==> src/rtl/cb_crc24b_attach_if.sv <==
// Byte-stream interface between the code-block segmenter, the CRC-24B
// attach stage and the turbo-encoder input stage.
interface cb_crc24b_attach_if;
    logic       in_start;
    logic       in_size;
    logic [7:0] in_data;
    logic       in_filling;
    logic       in_crc;
    logic       out_start;
    logic       out_size;
    logic       out_valid;
    logic [7:0] out_data;
    logic       out_last;
    logic       protocol_err;

    modport master (
        output in_start, in_size, in_data, in_filling, in_crc,
        input  out_start, out_size, out_valid, out_data, out_last, protocol_err
    );

    modport slave (
        input  in_start, in_size, in_data, in_filling, in_crc,
        output out_start, out_size, out_valid, out_data, out_last, protocol_err
    );
endinterface

==> src/rtl/cb_crc24b_attach.sv <==
// CRC-24B attach: folds each code block's payload into a bit-serial CRC-24B
// and replaces the three trailing CRC slots with the result, one cycle later.
//
// state | meaning
// IDLE  | waiting for in_start
// DATA  | folding payload bytes into the CRC, counter tracks bytes left
// CRC   | emitting the three CRC bytes in place of the slot bytes
module cb_crc24b_attach #(
    parameter int          LARGE_BYTES = 768,
    parameter int          SMALL_BYTES = 132,
    parameter logic [23:0] CRC_POLY    = 24'h800063
) (
    input logic               clk,
    input logic               reset,
    cb_crc24b_attach_if.slave bus
);
    localparam int CW = $clog2(LARGE_BYTES);
    localparam logic [CW-1:0] LOAD_L = CW'(LARGE_BYTES - 1);
    localparam logic [CW-1:0] LOAD_S = CW'(SMALL_BYTES - 1);
    localparam logic [CW-1:0] CNT_3  = CW'(3);
    localparam logic [CW-1:0] CNT_2  = CW'(2);
    localparam logic [CW-1:0] CNT_1  = CW'(1);

    typedef enum logic [1:0] {IDLE, DATA, CRC} state_t;

    state_t        state_q, state_n;
    logic [CW-1:0] cnt_q, cnt_n, cnt_dec;
    logic [23:0]   crc_q, crc_n;
    logic          size_q, size_n;
    logic          err_q, err_n;
    logic [7:0]    byte_in;

    logic          vld_q, vld_n;
    logic          sop_q, sop_n;
    logic          eop_q, eop_n;
    logic          osz_q, osz_n;
    logic [7:0]    dat_q, dat_n;

    // Eight MSB-first shifts of the CRC-24B LFSR.
    function automatic logic [23:0] crc_fold(input logic [23:0] c_in, input logic [7:0] d);
        logic [23:0] c;
        logic        fb;
        c = c_in;
        for (int i = 7; i >= 0; i--) begin
            fb = c[23] ^ d[i];
            c  = {c[22:0], 1'b0} ^ (fb ? CRC_POLY : 24'd0);
        end
        return c;
    endfunction

    // Next-state, CRC update, violation tracking and next output values.
    always_comb begin
        state_n = state_q;
        cnt_n   = cnt_q;
        crc_n   = crc_q;
        size_n  = size_q;
        err_n   = err_q;
        vld_n   = 1'b0;
        sop_n   = 1'b0;
        eop_n   = 1'b0;
        osz_n   = 1'b0;
        dat_n   = 8'h00;
        byte_in = bus.in_filling ? 8'h00 : bus.in_data;
        cnt_dec = cnt_q - CNT_1;

        if (bus.in_start) begin
            // A start outside IDLE aborts the block and flags it; a clean
            // start in IDLE clears the sticky flag. Byte 0 is never a slot.
            err_n   = (state_q != IDLE) || bus.in_crc;
            size_n  = bus.in_size;
            cnt_n   = bus.in_size ? LOAD_L : LOAD_S;
            crc_n   = crc_fold(24'd0, byte_in);
            state_n = DATA;
            vld_n   = 1'b1;
            sop_n   = 1'b1;
            dat_n   = byte_in;
            osz_n   = bus.in_size;
        end else begin
            case (state_q)
                DATA: begin
                    crc_n = crc_fold(crc_q, byte_in);
                    cnt_n = cnt_dec;
                    if (cnt_dec == CNT_3) state_n = CRC;
                    vld_n = 1'b1;
                    dat_n = byte_in;
                    osz_n = size_q;
                    if (bus.in_crc) err_n = 1'b1;
                end
                CRC: begin
                    cnt_n = cnt_dec;
                    vld_n = 1'b1;
                    osz_n = size_q;
                    if (cnt_q == CNT_3)      dat_n = crc_q[23:16];
                    else if (cnt_q == CNT_2) dat_n = crc_q[15:8];
                    else                     dat_n = crc_q[7:0];
                    if (cnt_q == CNT_1) begin
                        eop_n   = 1'b1;
                        state_n = IDLE;
                    end
                    if (!bus.in_crc) err_n = 1'b1;
                end
                default: ;
            endcase
        end
    end

    // State, counter, CRC and registered outputs.
    always_ff @(posedge clk or posedge reset) begin
        if (reset) begin
            state_q <= IDLE;
            cnt_q   <= '0;
            crc_q   <= 24'd0;
            size_q  <= 1'b0;
            err_q   <= 1'b0;
            vld_q   <= 1'b0;
            sop_q   <= 1'b0;
            eop_q   <= 1'b0;
            osz_q   <= 1'b0;
            dat_q   <= 8'h00;
        end else begin
            state_q <= state_n;
            cnt_q   <= cnt_n;
            crc_q   <= crc_n;
            size_q  <= size_n;
            err_q   <= err_n;
            vld_q   <= vld_n;
            sop_q   <= sop_n;
            eop_q   <= eop_n;
            osz_q   <= osz_n;
            dat_q   <= dat_n;
        end
    end

    assign bus.out_start    = sop_q;
    assign bus.out_size     = osz_q;
    assign bus.out_valid    = vld_q;
    assign bus.out_data     = dat_q;
    assign bus.out_last     = eop_q;
    assign bus.protocol_err = err_q;
endmodule

==> src/flat_wrapper.sv <==
// flat-port wrapper written by rule: the top's interface ports become plain ports
module cb_crc24b_attach_flat 
#(
    parameter int          LARGE_BYTES = 768,
    parameter int          SMALL_BYTES = 132,
    parameter logic [23:0] CRC_POLY    = 24'h800063
)
  (clk, reset, bus_in_start, bus_in_size, bus_in_data, bus_in_filling, bus_in_crc, bus_out_start, bus_out_size, bus_out_valid, bus_out_data, bus_out_last, bus_protocol_err);
  cb_crc24b_attach_if bus_i ();
  input logic clk;
  input logic reset;
  input wire logic [$bits(bus_i.in_start)-1:0] bus_in_start;
  input wire logic [$bits(bus_i.in_size)-1:0] bus_in_size;
  input wire logic [$bits(bus_i.in_data)-1:0] bus_in_data;
  input wire logic [$bits(bus_i.in_filling)-1:0] bus_in_filling;
  input wire logic [$bits(bus_i.in_crc)-1:0] bus_in_crc;
  output wire logic [$bits(bus_i.out_start)-1:0] bus_out_start;
  output wire logic [$bits(bus_i.out_size)-1:0] bus_out_size;
  output wire logic [$bits(bus_i.out_valid)-1:0] bus_out_valid;
  output wire logic [$bits(bus_i.out_data)-1:0] bus_out_data;
  output wire logic [$bits(bus_i.out_last)-1:0] bus_out_last;
  output wire logic [$bits(bus_i.protocol_err)-1:0] bus_protocol_err;
  assign bus_i.in_start = bus_in_start;
  assign bus_i.in_size = bus_in_size;
  assign bus_i.in_data = bus_in_data;
  assign bus_i.in_filling = bus_in_filling;
  assign bus_i.in_crc = bus_in_crc;
  assign bus_out_start = bus_i.out_start;
  assign bus_out_size = bus_i.out_size;
  assign bus_out_valid = bus_i.out_valid;
  assign bus_out_data = bus_i.out_data;
  assign bus_out_last = bus_i.out_last;
  assign bus_protocol_err = bus_i.protocol_err;
  cb_crc24b_attach #(.LARGE_BYTES(LARGE_BYTES), .SMALL_BYTES(SMALL_BYTES), .CRC_POLY(CRC_POLY)) u_core (.clk(clk), .reset(reset), .bus(bus_i));
endmodule
==> config.mk <==
export PLATFORM = sky130hd
export DESIGN_NAME = cb_crc24b_attach_flat
export DESIGN_NICKNAME = d
export VERILOG_FILES = /design/src/rtl/cb_crc24b_attach_if.sv /design/src/rtl/cb_crc24b_attach.sv /design/src/flat_wrapper.sv
export SDC_FILE = /design/constraint.sdc
export NUM_CORES = 1
export LEC_CHECK = 0
export BUFFER_PORTS_ARGS = -buffer_cell sky130_fd_sc_hd__buf_2
export CAP_MARGIN = 30
export CORE_ASPECT_RATIO = 2
export CORE_MARGIN = 2
export CORE_UTILIZATION = 35
export DETAILED_ROUTE_END_ITERATION = 10
export PLACE_DENSITY = 0.5
export SYNTH_ARGS = -nofsm -noshare
export SYNTH_HDL_FRONTEND = slang
export SYNTH_SLANG_ARGS = --single-unit
==> constraint.sdc <==
create_clock -name clk -period 2.8 [get_ports clk]
set_input_delay 0.56 -clock clk [delete_from_list [all_inputs] [get_ports clk]]
set_output_delay 0.56 -clock clk [all_outputs]
set_load 0.01 [all_outputs]
Word-level counts from Yosys, hierarchy flattened
Cells that the tools add are included. Widths: inputs -> output; s select.

Latch bits: 0. Bits in registers: 50. Logic and storage cells: 101. Bits of input ports: 14. ROM bits: 0. Memories: 0. Output and inout bits: 13. Memory bits (writable): 0.

Equality and inequality tests: 10. Mux-type cells: 42. Add/subtract/negate cells: 1. Multiply operators: 0. Bitwise gates (word level): 30. $lt $le $gt $ge: 0. Shift-type cells: 0. Divide/modulo/power cells: 0. Reduce and logical (&&, ||, !) cells: 8.

Operators by type and width (number): $mux 24 (18); $xor 24x24->24 (15); $mux 8 (4); $eq 10x2->1 const B (3); $mux 10 (3); $pmux 8 s2 (1); $xor 1x1->1 (15); $mux 1 (11); $eq 10x1->1 const B (1); $sub 10x1->10 const B (1); $mux 2 (3); $ne 3x2->1 const B (2); $ne 3x3->1 const B (2); $reduce_and 3->1 (2); $reduce_bool 2->1 (3); $pmux 2 s2 (1); $reduce_bool 3->1 (1); $eq 2x1->1 const B (1); $eq 2x2->1 const B (1); $pmux 1 s2 (1); $reduce_or 2->1 (1); $logic_or 1x1->1 (1).

Logic depth before layout (Yosys ltp)
Gate-level depths: netlist (run 1).

Depth in word-level cells: 27. Gate-level depth with buffers: 8. Mapped depth without buffers: 8.

Least setup slack after synthesis (run 1)
Ideal clock, no wire load.

Path type: register -> register. Start point: register u_core.cnt_q[0]. End point: register u_core.state_q[1]. Slack: 723 ps. Arrival time: 1999 ps. Period minus slack after synthesis: 2077 ps. Stages on the path, launching flop included: 9. Required time: 2722 ps. Library setup time: 78 ps. Buffers on the path: 0. Path through: dfrtp_1 > inv_1 > ha_1 > nor4b_1 > xor2_1 > or3_1 > a21oi_1 > mux2_2 > a21oi_1.

Longest elaborated chain between the ends: 4. Elaborated cells on any way between the ends: 6. Classes of those cells: add/sub: 1; eq/ne: 4; reduce/logical: 1.

RTL lines: start: declaration (line cb_crc24b_attach.sv:27) `logic [CW-1:0] cnt_q, cnt_n, cnt_dec;`; start signal: assignment (line cb_crc24b_attach.sv:122) `cnt_q <= cnt_n;`; $sub 10x1->10 (line cb_crc24b_attach.sv:64) `cnt_dec = cnt_q - CNT_1;`; $eq 10x2->1 (line cb_crc24b_attach.sv:83) `if (cnt_dec == CNT_3) state_n = CRC;`; $ne 3x2->1 (no line); $reduce_and 3->1 (no line) (*); end signal: assignment (line cb_crc24b_attach.sv:121) `state_q <= state_n;`; end: declaration (line cb_crc24b_attach.sv:26) `state_t state_q, state_n;`.

Mark *: on every way between the ends. The rest lies on a longest branch, timed or not. A chain may end at the register's enable or synchronous reset.

Worst setup path in the final report (run 1)
Ends and elaborated chain as after synthesis.

==> results.json, run 1 <==
{
  "status": "complete, no violations",
  "ys_warn_count": 0,
  "synthTopCellsByArea": "dfrtp_1 (43%), xnor2_1 (6.0%), a21oi_1 (4.6%), nor2_1 (4.6%), mux2i_1 (4.1%)",
  "insertion_delay_ps": 290,
  "numPortBuffers": 26,
  "crit_type": "register to register",
  "finClkSkew_ps": 5.635,
  "synth_top_area_share_pct": 42.75,
  "seq_area_um2": 1251,
  "antenna_found_initial": 0,
  "layout.nets": 355,
  "via_per_inst": 5.403,
  "wl_per_cell_um": 18.11,
  "reg2reg_slack_ps": 540,
  "hp-class": "input port to asynchronous set/reset pin",
  "post-route-drc-count": 0,
  "r2r_cells": 8,
  "async_reset_ff_share_pct": 100.0,
  "synth.net_count": 331,
  "endpoint": "u_core.state_q[1]",
  "vias": 2334,
  "relSlewSlack_pct": 52.96,
  "htree_levels": 2,
  "fin_total_pwr_uw": 2872,
  "fillers": 854,
  "power.net_switching_uw": 1074,
  "synth_flop_cell": "dfrtp_1",
  "slew_viol_final": 0,
  "ys_seq_area_share_pct": 42.75,
  "power_density_nw_per_um2": 864.3,
  "switching_share_pct": 37.40,
  "ctsHoldBuffers": 0,
  "whs_ps": 271.7,
  "post_cts_buffers": 0,
  "worstReg2RegEnd": "u_core.state_q[1]",
  "crit_arrival_ps": 2480,
  "ant_nets": 0,
  "crit_fanout": 5,
  "num_antenna_cells": 0,
  "cp-startpoint": "u_core.cnt_q[0]",
  "overflow": 0,
  "synth_edf_count": 0,
  "ir_drop_mv": 0.2540,
  "setup_slack_ps": 538.0,
  "dieArea_um2": 9154,
  "cts_buffers": 5,
  "dp_slack_ps": 501.7,
  "pwr-share-clk_pct": 20.3,
  "die_h_um": 133.3,
  "die_w_um": 68.66,
  "area_growth_pct": 13.55,
  "wl_um": 7823,
  "grtUsageTotal_pct": 19.15,
  "ys_types": 49,
  "firstDrtPassIters": 4,
  "grt_pass1_wl_um": 12810,
  "syn_area_um2": 2927,
  "maxCapViolCount": 0,
  "cp-end-kind": "register",
  "avgSynthCellArea_um2": 9.441,
  "layout-drive-gt1-share_pct": 15.57,
  "worst_pin_slew_ps": 704.9,
  "cts-root-buf": "clkbuf_16",
  "drt_iter0_markers": 112,
  "min_period_ps": 2262,
  "rsz0062_at_grt": "no",
  "dpl.hpwl_um": 5723,
  "ioPinCount": 27,
  "cts_tree": "built",
  "cp_data_required_time_ps": 3020,
  "multi_input_area_um2": 1565,
  "pwr-share-comb_pct": 43.8,
  "fmax_mhz": 442.1,
  "p_int_uw": 1798,
  "synth_cells": 310,
  "finalSetupTns_ps": 0,
  "grt_start_max_net_pins": 32,
  "hold_viol_final": 0,
  "core_um2": 8174,
  "rows": 47,
  "synth_seq_cells": 50,
  "gp_congestion": 0.8157,
  "reg2reg_from": "u_core.cnt_q[0]",
  "leakagePower_uw": 0.001560,
  "ctsLongestPathBuffers": 2,
  "start_kind": "register",
  "fin_crit_sh_pct": 80.79,
  "synth_top_area_cell": "dfrtp_1",
  "clk_pin_slew_ps": 60,
  "grt_pass1_vias": 2481,
  "cts_num_sinks": 50,
  "start_util_pct": 35.80,
  "pwr-share-seq_pct": 35.9,
  "cts_resized": 0,
  "setup_violations": 0,
  "fin_util_pct": 40.66
}
-- cell usage in the layout, fill, tap and decap left out, types with 7 or more instances in the layout --
cell type / netlist / routed
a21oi_1: 27 / 27
buf_2: 1 / 26
buf_4: 0 / 8
dfrtp_1: 50 / 50
ha_1: 7 / 7
inv_1: 10 / 9
mux2i_1: 12 / 12
nand2_1: 20 / 20
nand3_1: 7 / 7
nor2_1: 36 / 36
o21ai_0: 19 / 19
o221ai_1: 8 / 8
xnor2_1: 20 / 20
xor2_1: 11 / 11
-- cells in the mapped netlist, types with 5 or more instances --
master,number
and3_1,6
xnor2_1,20
dfrtp_1,50
nand2_1,20
nor2b_1,6
inv_1,10
o21ai_0,19
clkbuf_1,12
buf_1,5
nand3_1,7
ha_1,7
o221ai_1,8
a21oi_1,27
nor2_1,36
o21a_1,5
mux2i_1,12
o22ai_1,5
xor2_1,11
-- final cells by class --
| type | count | share of cell area (%) |
|---|---|---|
| Multi-Input combinational cell | 231 | 47.10 |
| Inverter | 11 | 1.242 |
| Sequential cell | 50 | 37.65 |
| Tap cell | 98 | 3.690 |
| Clock buffer | 7 | 3.991 |
| Timing Repair Buffer | 35 | 6.325 |
-- worst min-delay path by stage --
| stage | slack [ps] | end | cells after the start |
|---|---|---|---|
| 2_1_floorplan | 470 | u_core.bus.out_size | 2 |
| 3_3_place_gp | 540 | u_core.crc_q[22] | 2 |
| 3_5_place_dp | 540 | u_core.crc_q[22] | 2 |
| 4_1_cts | 290 | u_core.bus.out_data[6] | 2 |
| 5_1_grt | 310 | u_core.bus.out_size | 2 |
| 6_report | 270 | u_core.bus.out_data[6] | 2 |
-- per-layer routing --
layer | GRT usage [%] | vias to the layer above | share of wire [%]
li1 | - | 1126 | -
met1 | 20.79 | 1147 | 37
met2 | 34.72 | 47 | 57
met3 | 2.365 | 14 | 2.8
met4 | 8.889 | 0 | 3.1
met5 | 0 | - | 0
-- cells by family (layout without fill, tap and decap cells) --
family	Yosys count	count (layout)	synth area share (%)
AND/OR/NAND/NOR	95	95	15.78
XOR/XNOR	36	36	13.04
adder cells (fa/ha/maj)	7	7	2.993
AO/OA/AOI/OAI	80	80	17.19
buffers and inverters	29	53	3.762
multiplexers	13	13	4.489
flip-flops	50	50	42.75
-- state kept, by name, indices dropped and copies added (netlist names) --
name                     flops
u_core.cnt_q                10
u_core.bus.out_last          1
u_core.bus.out_start         1
u_core.size_q                1
u_core.state_q               2
u_core.bus.out_data          8
u_core.bus.out_size          1
u_core.bus.protocol_err      1
u_core.bus.out_valid         1
u_core.crc_q                24
-- critical path: stages, from the launching register on --
cell and delay [ps]:
dfrtp_1 430, inv_1 120, ha_1 200, nor4b_1 320
xor2_1 100, or3_1 350, a21oi_1 200, mux2_2 360
a21oi_1 120
-- power by group through the flow --
stage / logic (uW) / clock network (uW) / registers (uW)
detailed placement: 1260 / 0 / 1040
floorplan: 992 / 0 / 1000
CTS: 1260 / 607 / 1030
global placement: 1240 / 0 / 1040
finish: 1260 / 584 / 1030
global route: 1380 / 629 / 1050
-- per-stage QoR --
step	area (um2)	cells
finish	3323	432
global route	3323	432
CTS	3323	432
detailed placement	3191	425
global placement	3191	425
floorplan	2927	310
Power figures use the tool's default switching activity.
==> run 2: changes to the inputs <==
Settings changed: PLACE_DENSITY 0.5 to 0.52.
Clock period 2.8 ns to 2 ns, I/O delays scaled along.
==> run 2 against run 1 <==
Compared with the run above: clock skew up 4.6 ps; largest cell class unchanged; critical endpoint unchanged; sequential power increased by 37%; count of clock-buffer cells in the layout stayed put; non-clock buffer count rose by 37; critical path type unchanged; final cell count increased by 8.8%.
==> results.json, run 2 (same netlist as run 1, synthesis figures left out) <==
{
  "status": "complete, no violations",
  "numPortBuffers": 26,
  "overflow": 0,
  "min_period_ps": 1897,
  "maxCapViolCount": 0,
  "fin_total_pwr_uw": 4324,
  "power_density_nw_per_um2": 1174,
  "fmax_mhz": 527.1,
  "layout.nets": 392,
  "largest_reg_flops": 24,
  "insertion_delay_ps": 300,
  "worst_pin_slew_ps": 422.1,
  "whs_ps": 133.6,
  "grt_start_max_net_pins": 51,
  "reg2reg_from": "u_core.cnt_q[0]",
  "vias": 2500,
  "dpl.hpwl_um": 5901,
  "hp-class": "input port to asynchronous set/reset pin",
  "area_growth_pct": 25.82,
  "endpoint": "u_core.state_q[1]",
  "antenna_found_initial": 0,
  "die_h_um": 133.3,
  "leakagePower_uw": 0.001764,
  "ioPinCount": 27,
  "fin_crit_sh_pct": 94.86,
  "ant_nets": 0,
  "cp-end-kind": "register",
  "rows": 47,
  "post_cts_buffers": 0,
  "largest_register": "u_core.crc_q",
  "wl_per_cell_um": 17.33,
  "grtUsageTotal_pct": 19.16,
  "mostFrequentLayoutCells": "dfrtp_1 (50), buf_4 (45), nor2_1 (36)",
  "ctsHoldBuffers": 0,
  "drt_iter0_markers": 163,
  "crit_type": "register to register",
  "hold_viol_final": 0,
  "post-route-drc-count": 0,
  "setup_violations": 0,
  "layout_commonest_cell": "dfrtp_1",
  "ctsLongestPathBuffers": 2,
  "crit_fanout": 2,
  "rsz0062_at_grt": "no",
  "dieArea_um2": 9154,
  "grt_pass1_wl_um": 12920,
  "start_kind": "register",
  "core_um2": 8174,
  "ir_drop_mv": 0.5100,
  "cp_data_required_time_ps": 2220,
  "r2r_cells": 8,
  "firstDrtPassIters": 4,
  "gp_congestion": 0.8670,
  "finClkSkew_ps": 10.24,
  "fillers": 806,
  "fin_util_pct": 45.05,
  "dp_slack_ps": -140.1,
  "layout-drive-gt1-share_pct": 26.88,
  "cts_buffers": 5,
  "grt_pass1_vias": 2564,
  "clk_pin_slew_ps": 70,
  "cts_tree": "built",
  "reg2reg_slack_ps": 100,
  "wl_um": 8143,
  "htree_levels": 2,
  "cts-root-buf": "clkbuf_16",
  "die_w_um": 68.66,
  "worstReg2RegEnd": "u_core.state_q[1]",
  "crit_arrival_ps": 2120,
  "num_antenna_cells": 0,
  "cts_num_sinks": 50,
  "cp-startpoint": "u_core.cnt_q[0]",
  "start_util_pct": 35.80,
  "slew_viol_final": 0,
  "relSlewSlack_pct": 71.86,
  "setup_slack_ps": 102.8,
  "via_per_inst": 5.319
}
## run 2: worst max-delay path, cell delays in order, from the launching register on
cell and delay (ps):
dfrtp_1 380, inv_2 90, ha_4 140, nor4b_4 200, xor2_1 90, or3_1 320
a21oi_2 180, mux2_4 320, a21oi_2 110
## run 2: what timing repair did
item | 4_1_cts | 5_1_grt
resized for setup | 2 | 9
endpoints found under the setup margin | 3 | 4
pin swaps | 1 | 5
## run 2: layer usage
layer,wire [um],track usage [%]
met1,3027,21.11
met2,4506,34.08
met3,243,2.703
met4,365,9.222
met5,0,0
## run 2: worst min-delay path by stage
stage                             endpoint  slack [ps]  cells after the start
global placement           u_core.crc_q[2]         470                      3
floorplan             u_core.bus.out_start         430                      0
global route               u_core.crc_q[1]         150                      3
detailed placement        u_core.crc_q[22]         470                      3
finish              u_core.bus.out_data[6]         130                      3
CTS                 u_core.bus.out_data[6]         150                      3
## run 2: where the power goes
part	total [uW]	internal [uW]	switching, uW	leakage, uW
sequential	1410	1220	192	0.000614
clock	883	497	386	0.0000739
combinational	2030	1010	1020	0.00108
## run 2: layout make-up
| cell class | count | area, um2 | area share [%] |
|---|---|---|---|
| Inverter | 11 | 41.29 | 1.121 |
| Tap cell | 98 | 122.6 | 3.330 |
| Timing Repair Buffer | 72 | 488.0 | 13.25 |
| Multi-Input combinational cell | 231 | 1632 | 44.31 |
| Sequential cell | 50 | 1251 | 33.98 |
| Clock inverter | 1 | 5.005 | 0.1359 |
| Clock buffer | 7 | 142.6 | 3.874 |
## run 2: per-stage QoR
| stage | setup TNS [ps] | instances | instance area [um2] |
|---|---|---|---|
| floorplan | 0 | 310 | 2937 |
| global placement | -253.2 | 462 | 3478 |
| detailed placement | -232.7 | 462 | 3478 |
| CTS | 0 | 470 | 3642 |
| global route | 0 | 470 | 3682 |
| finish | 0 | 470 | 3682 |
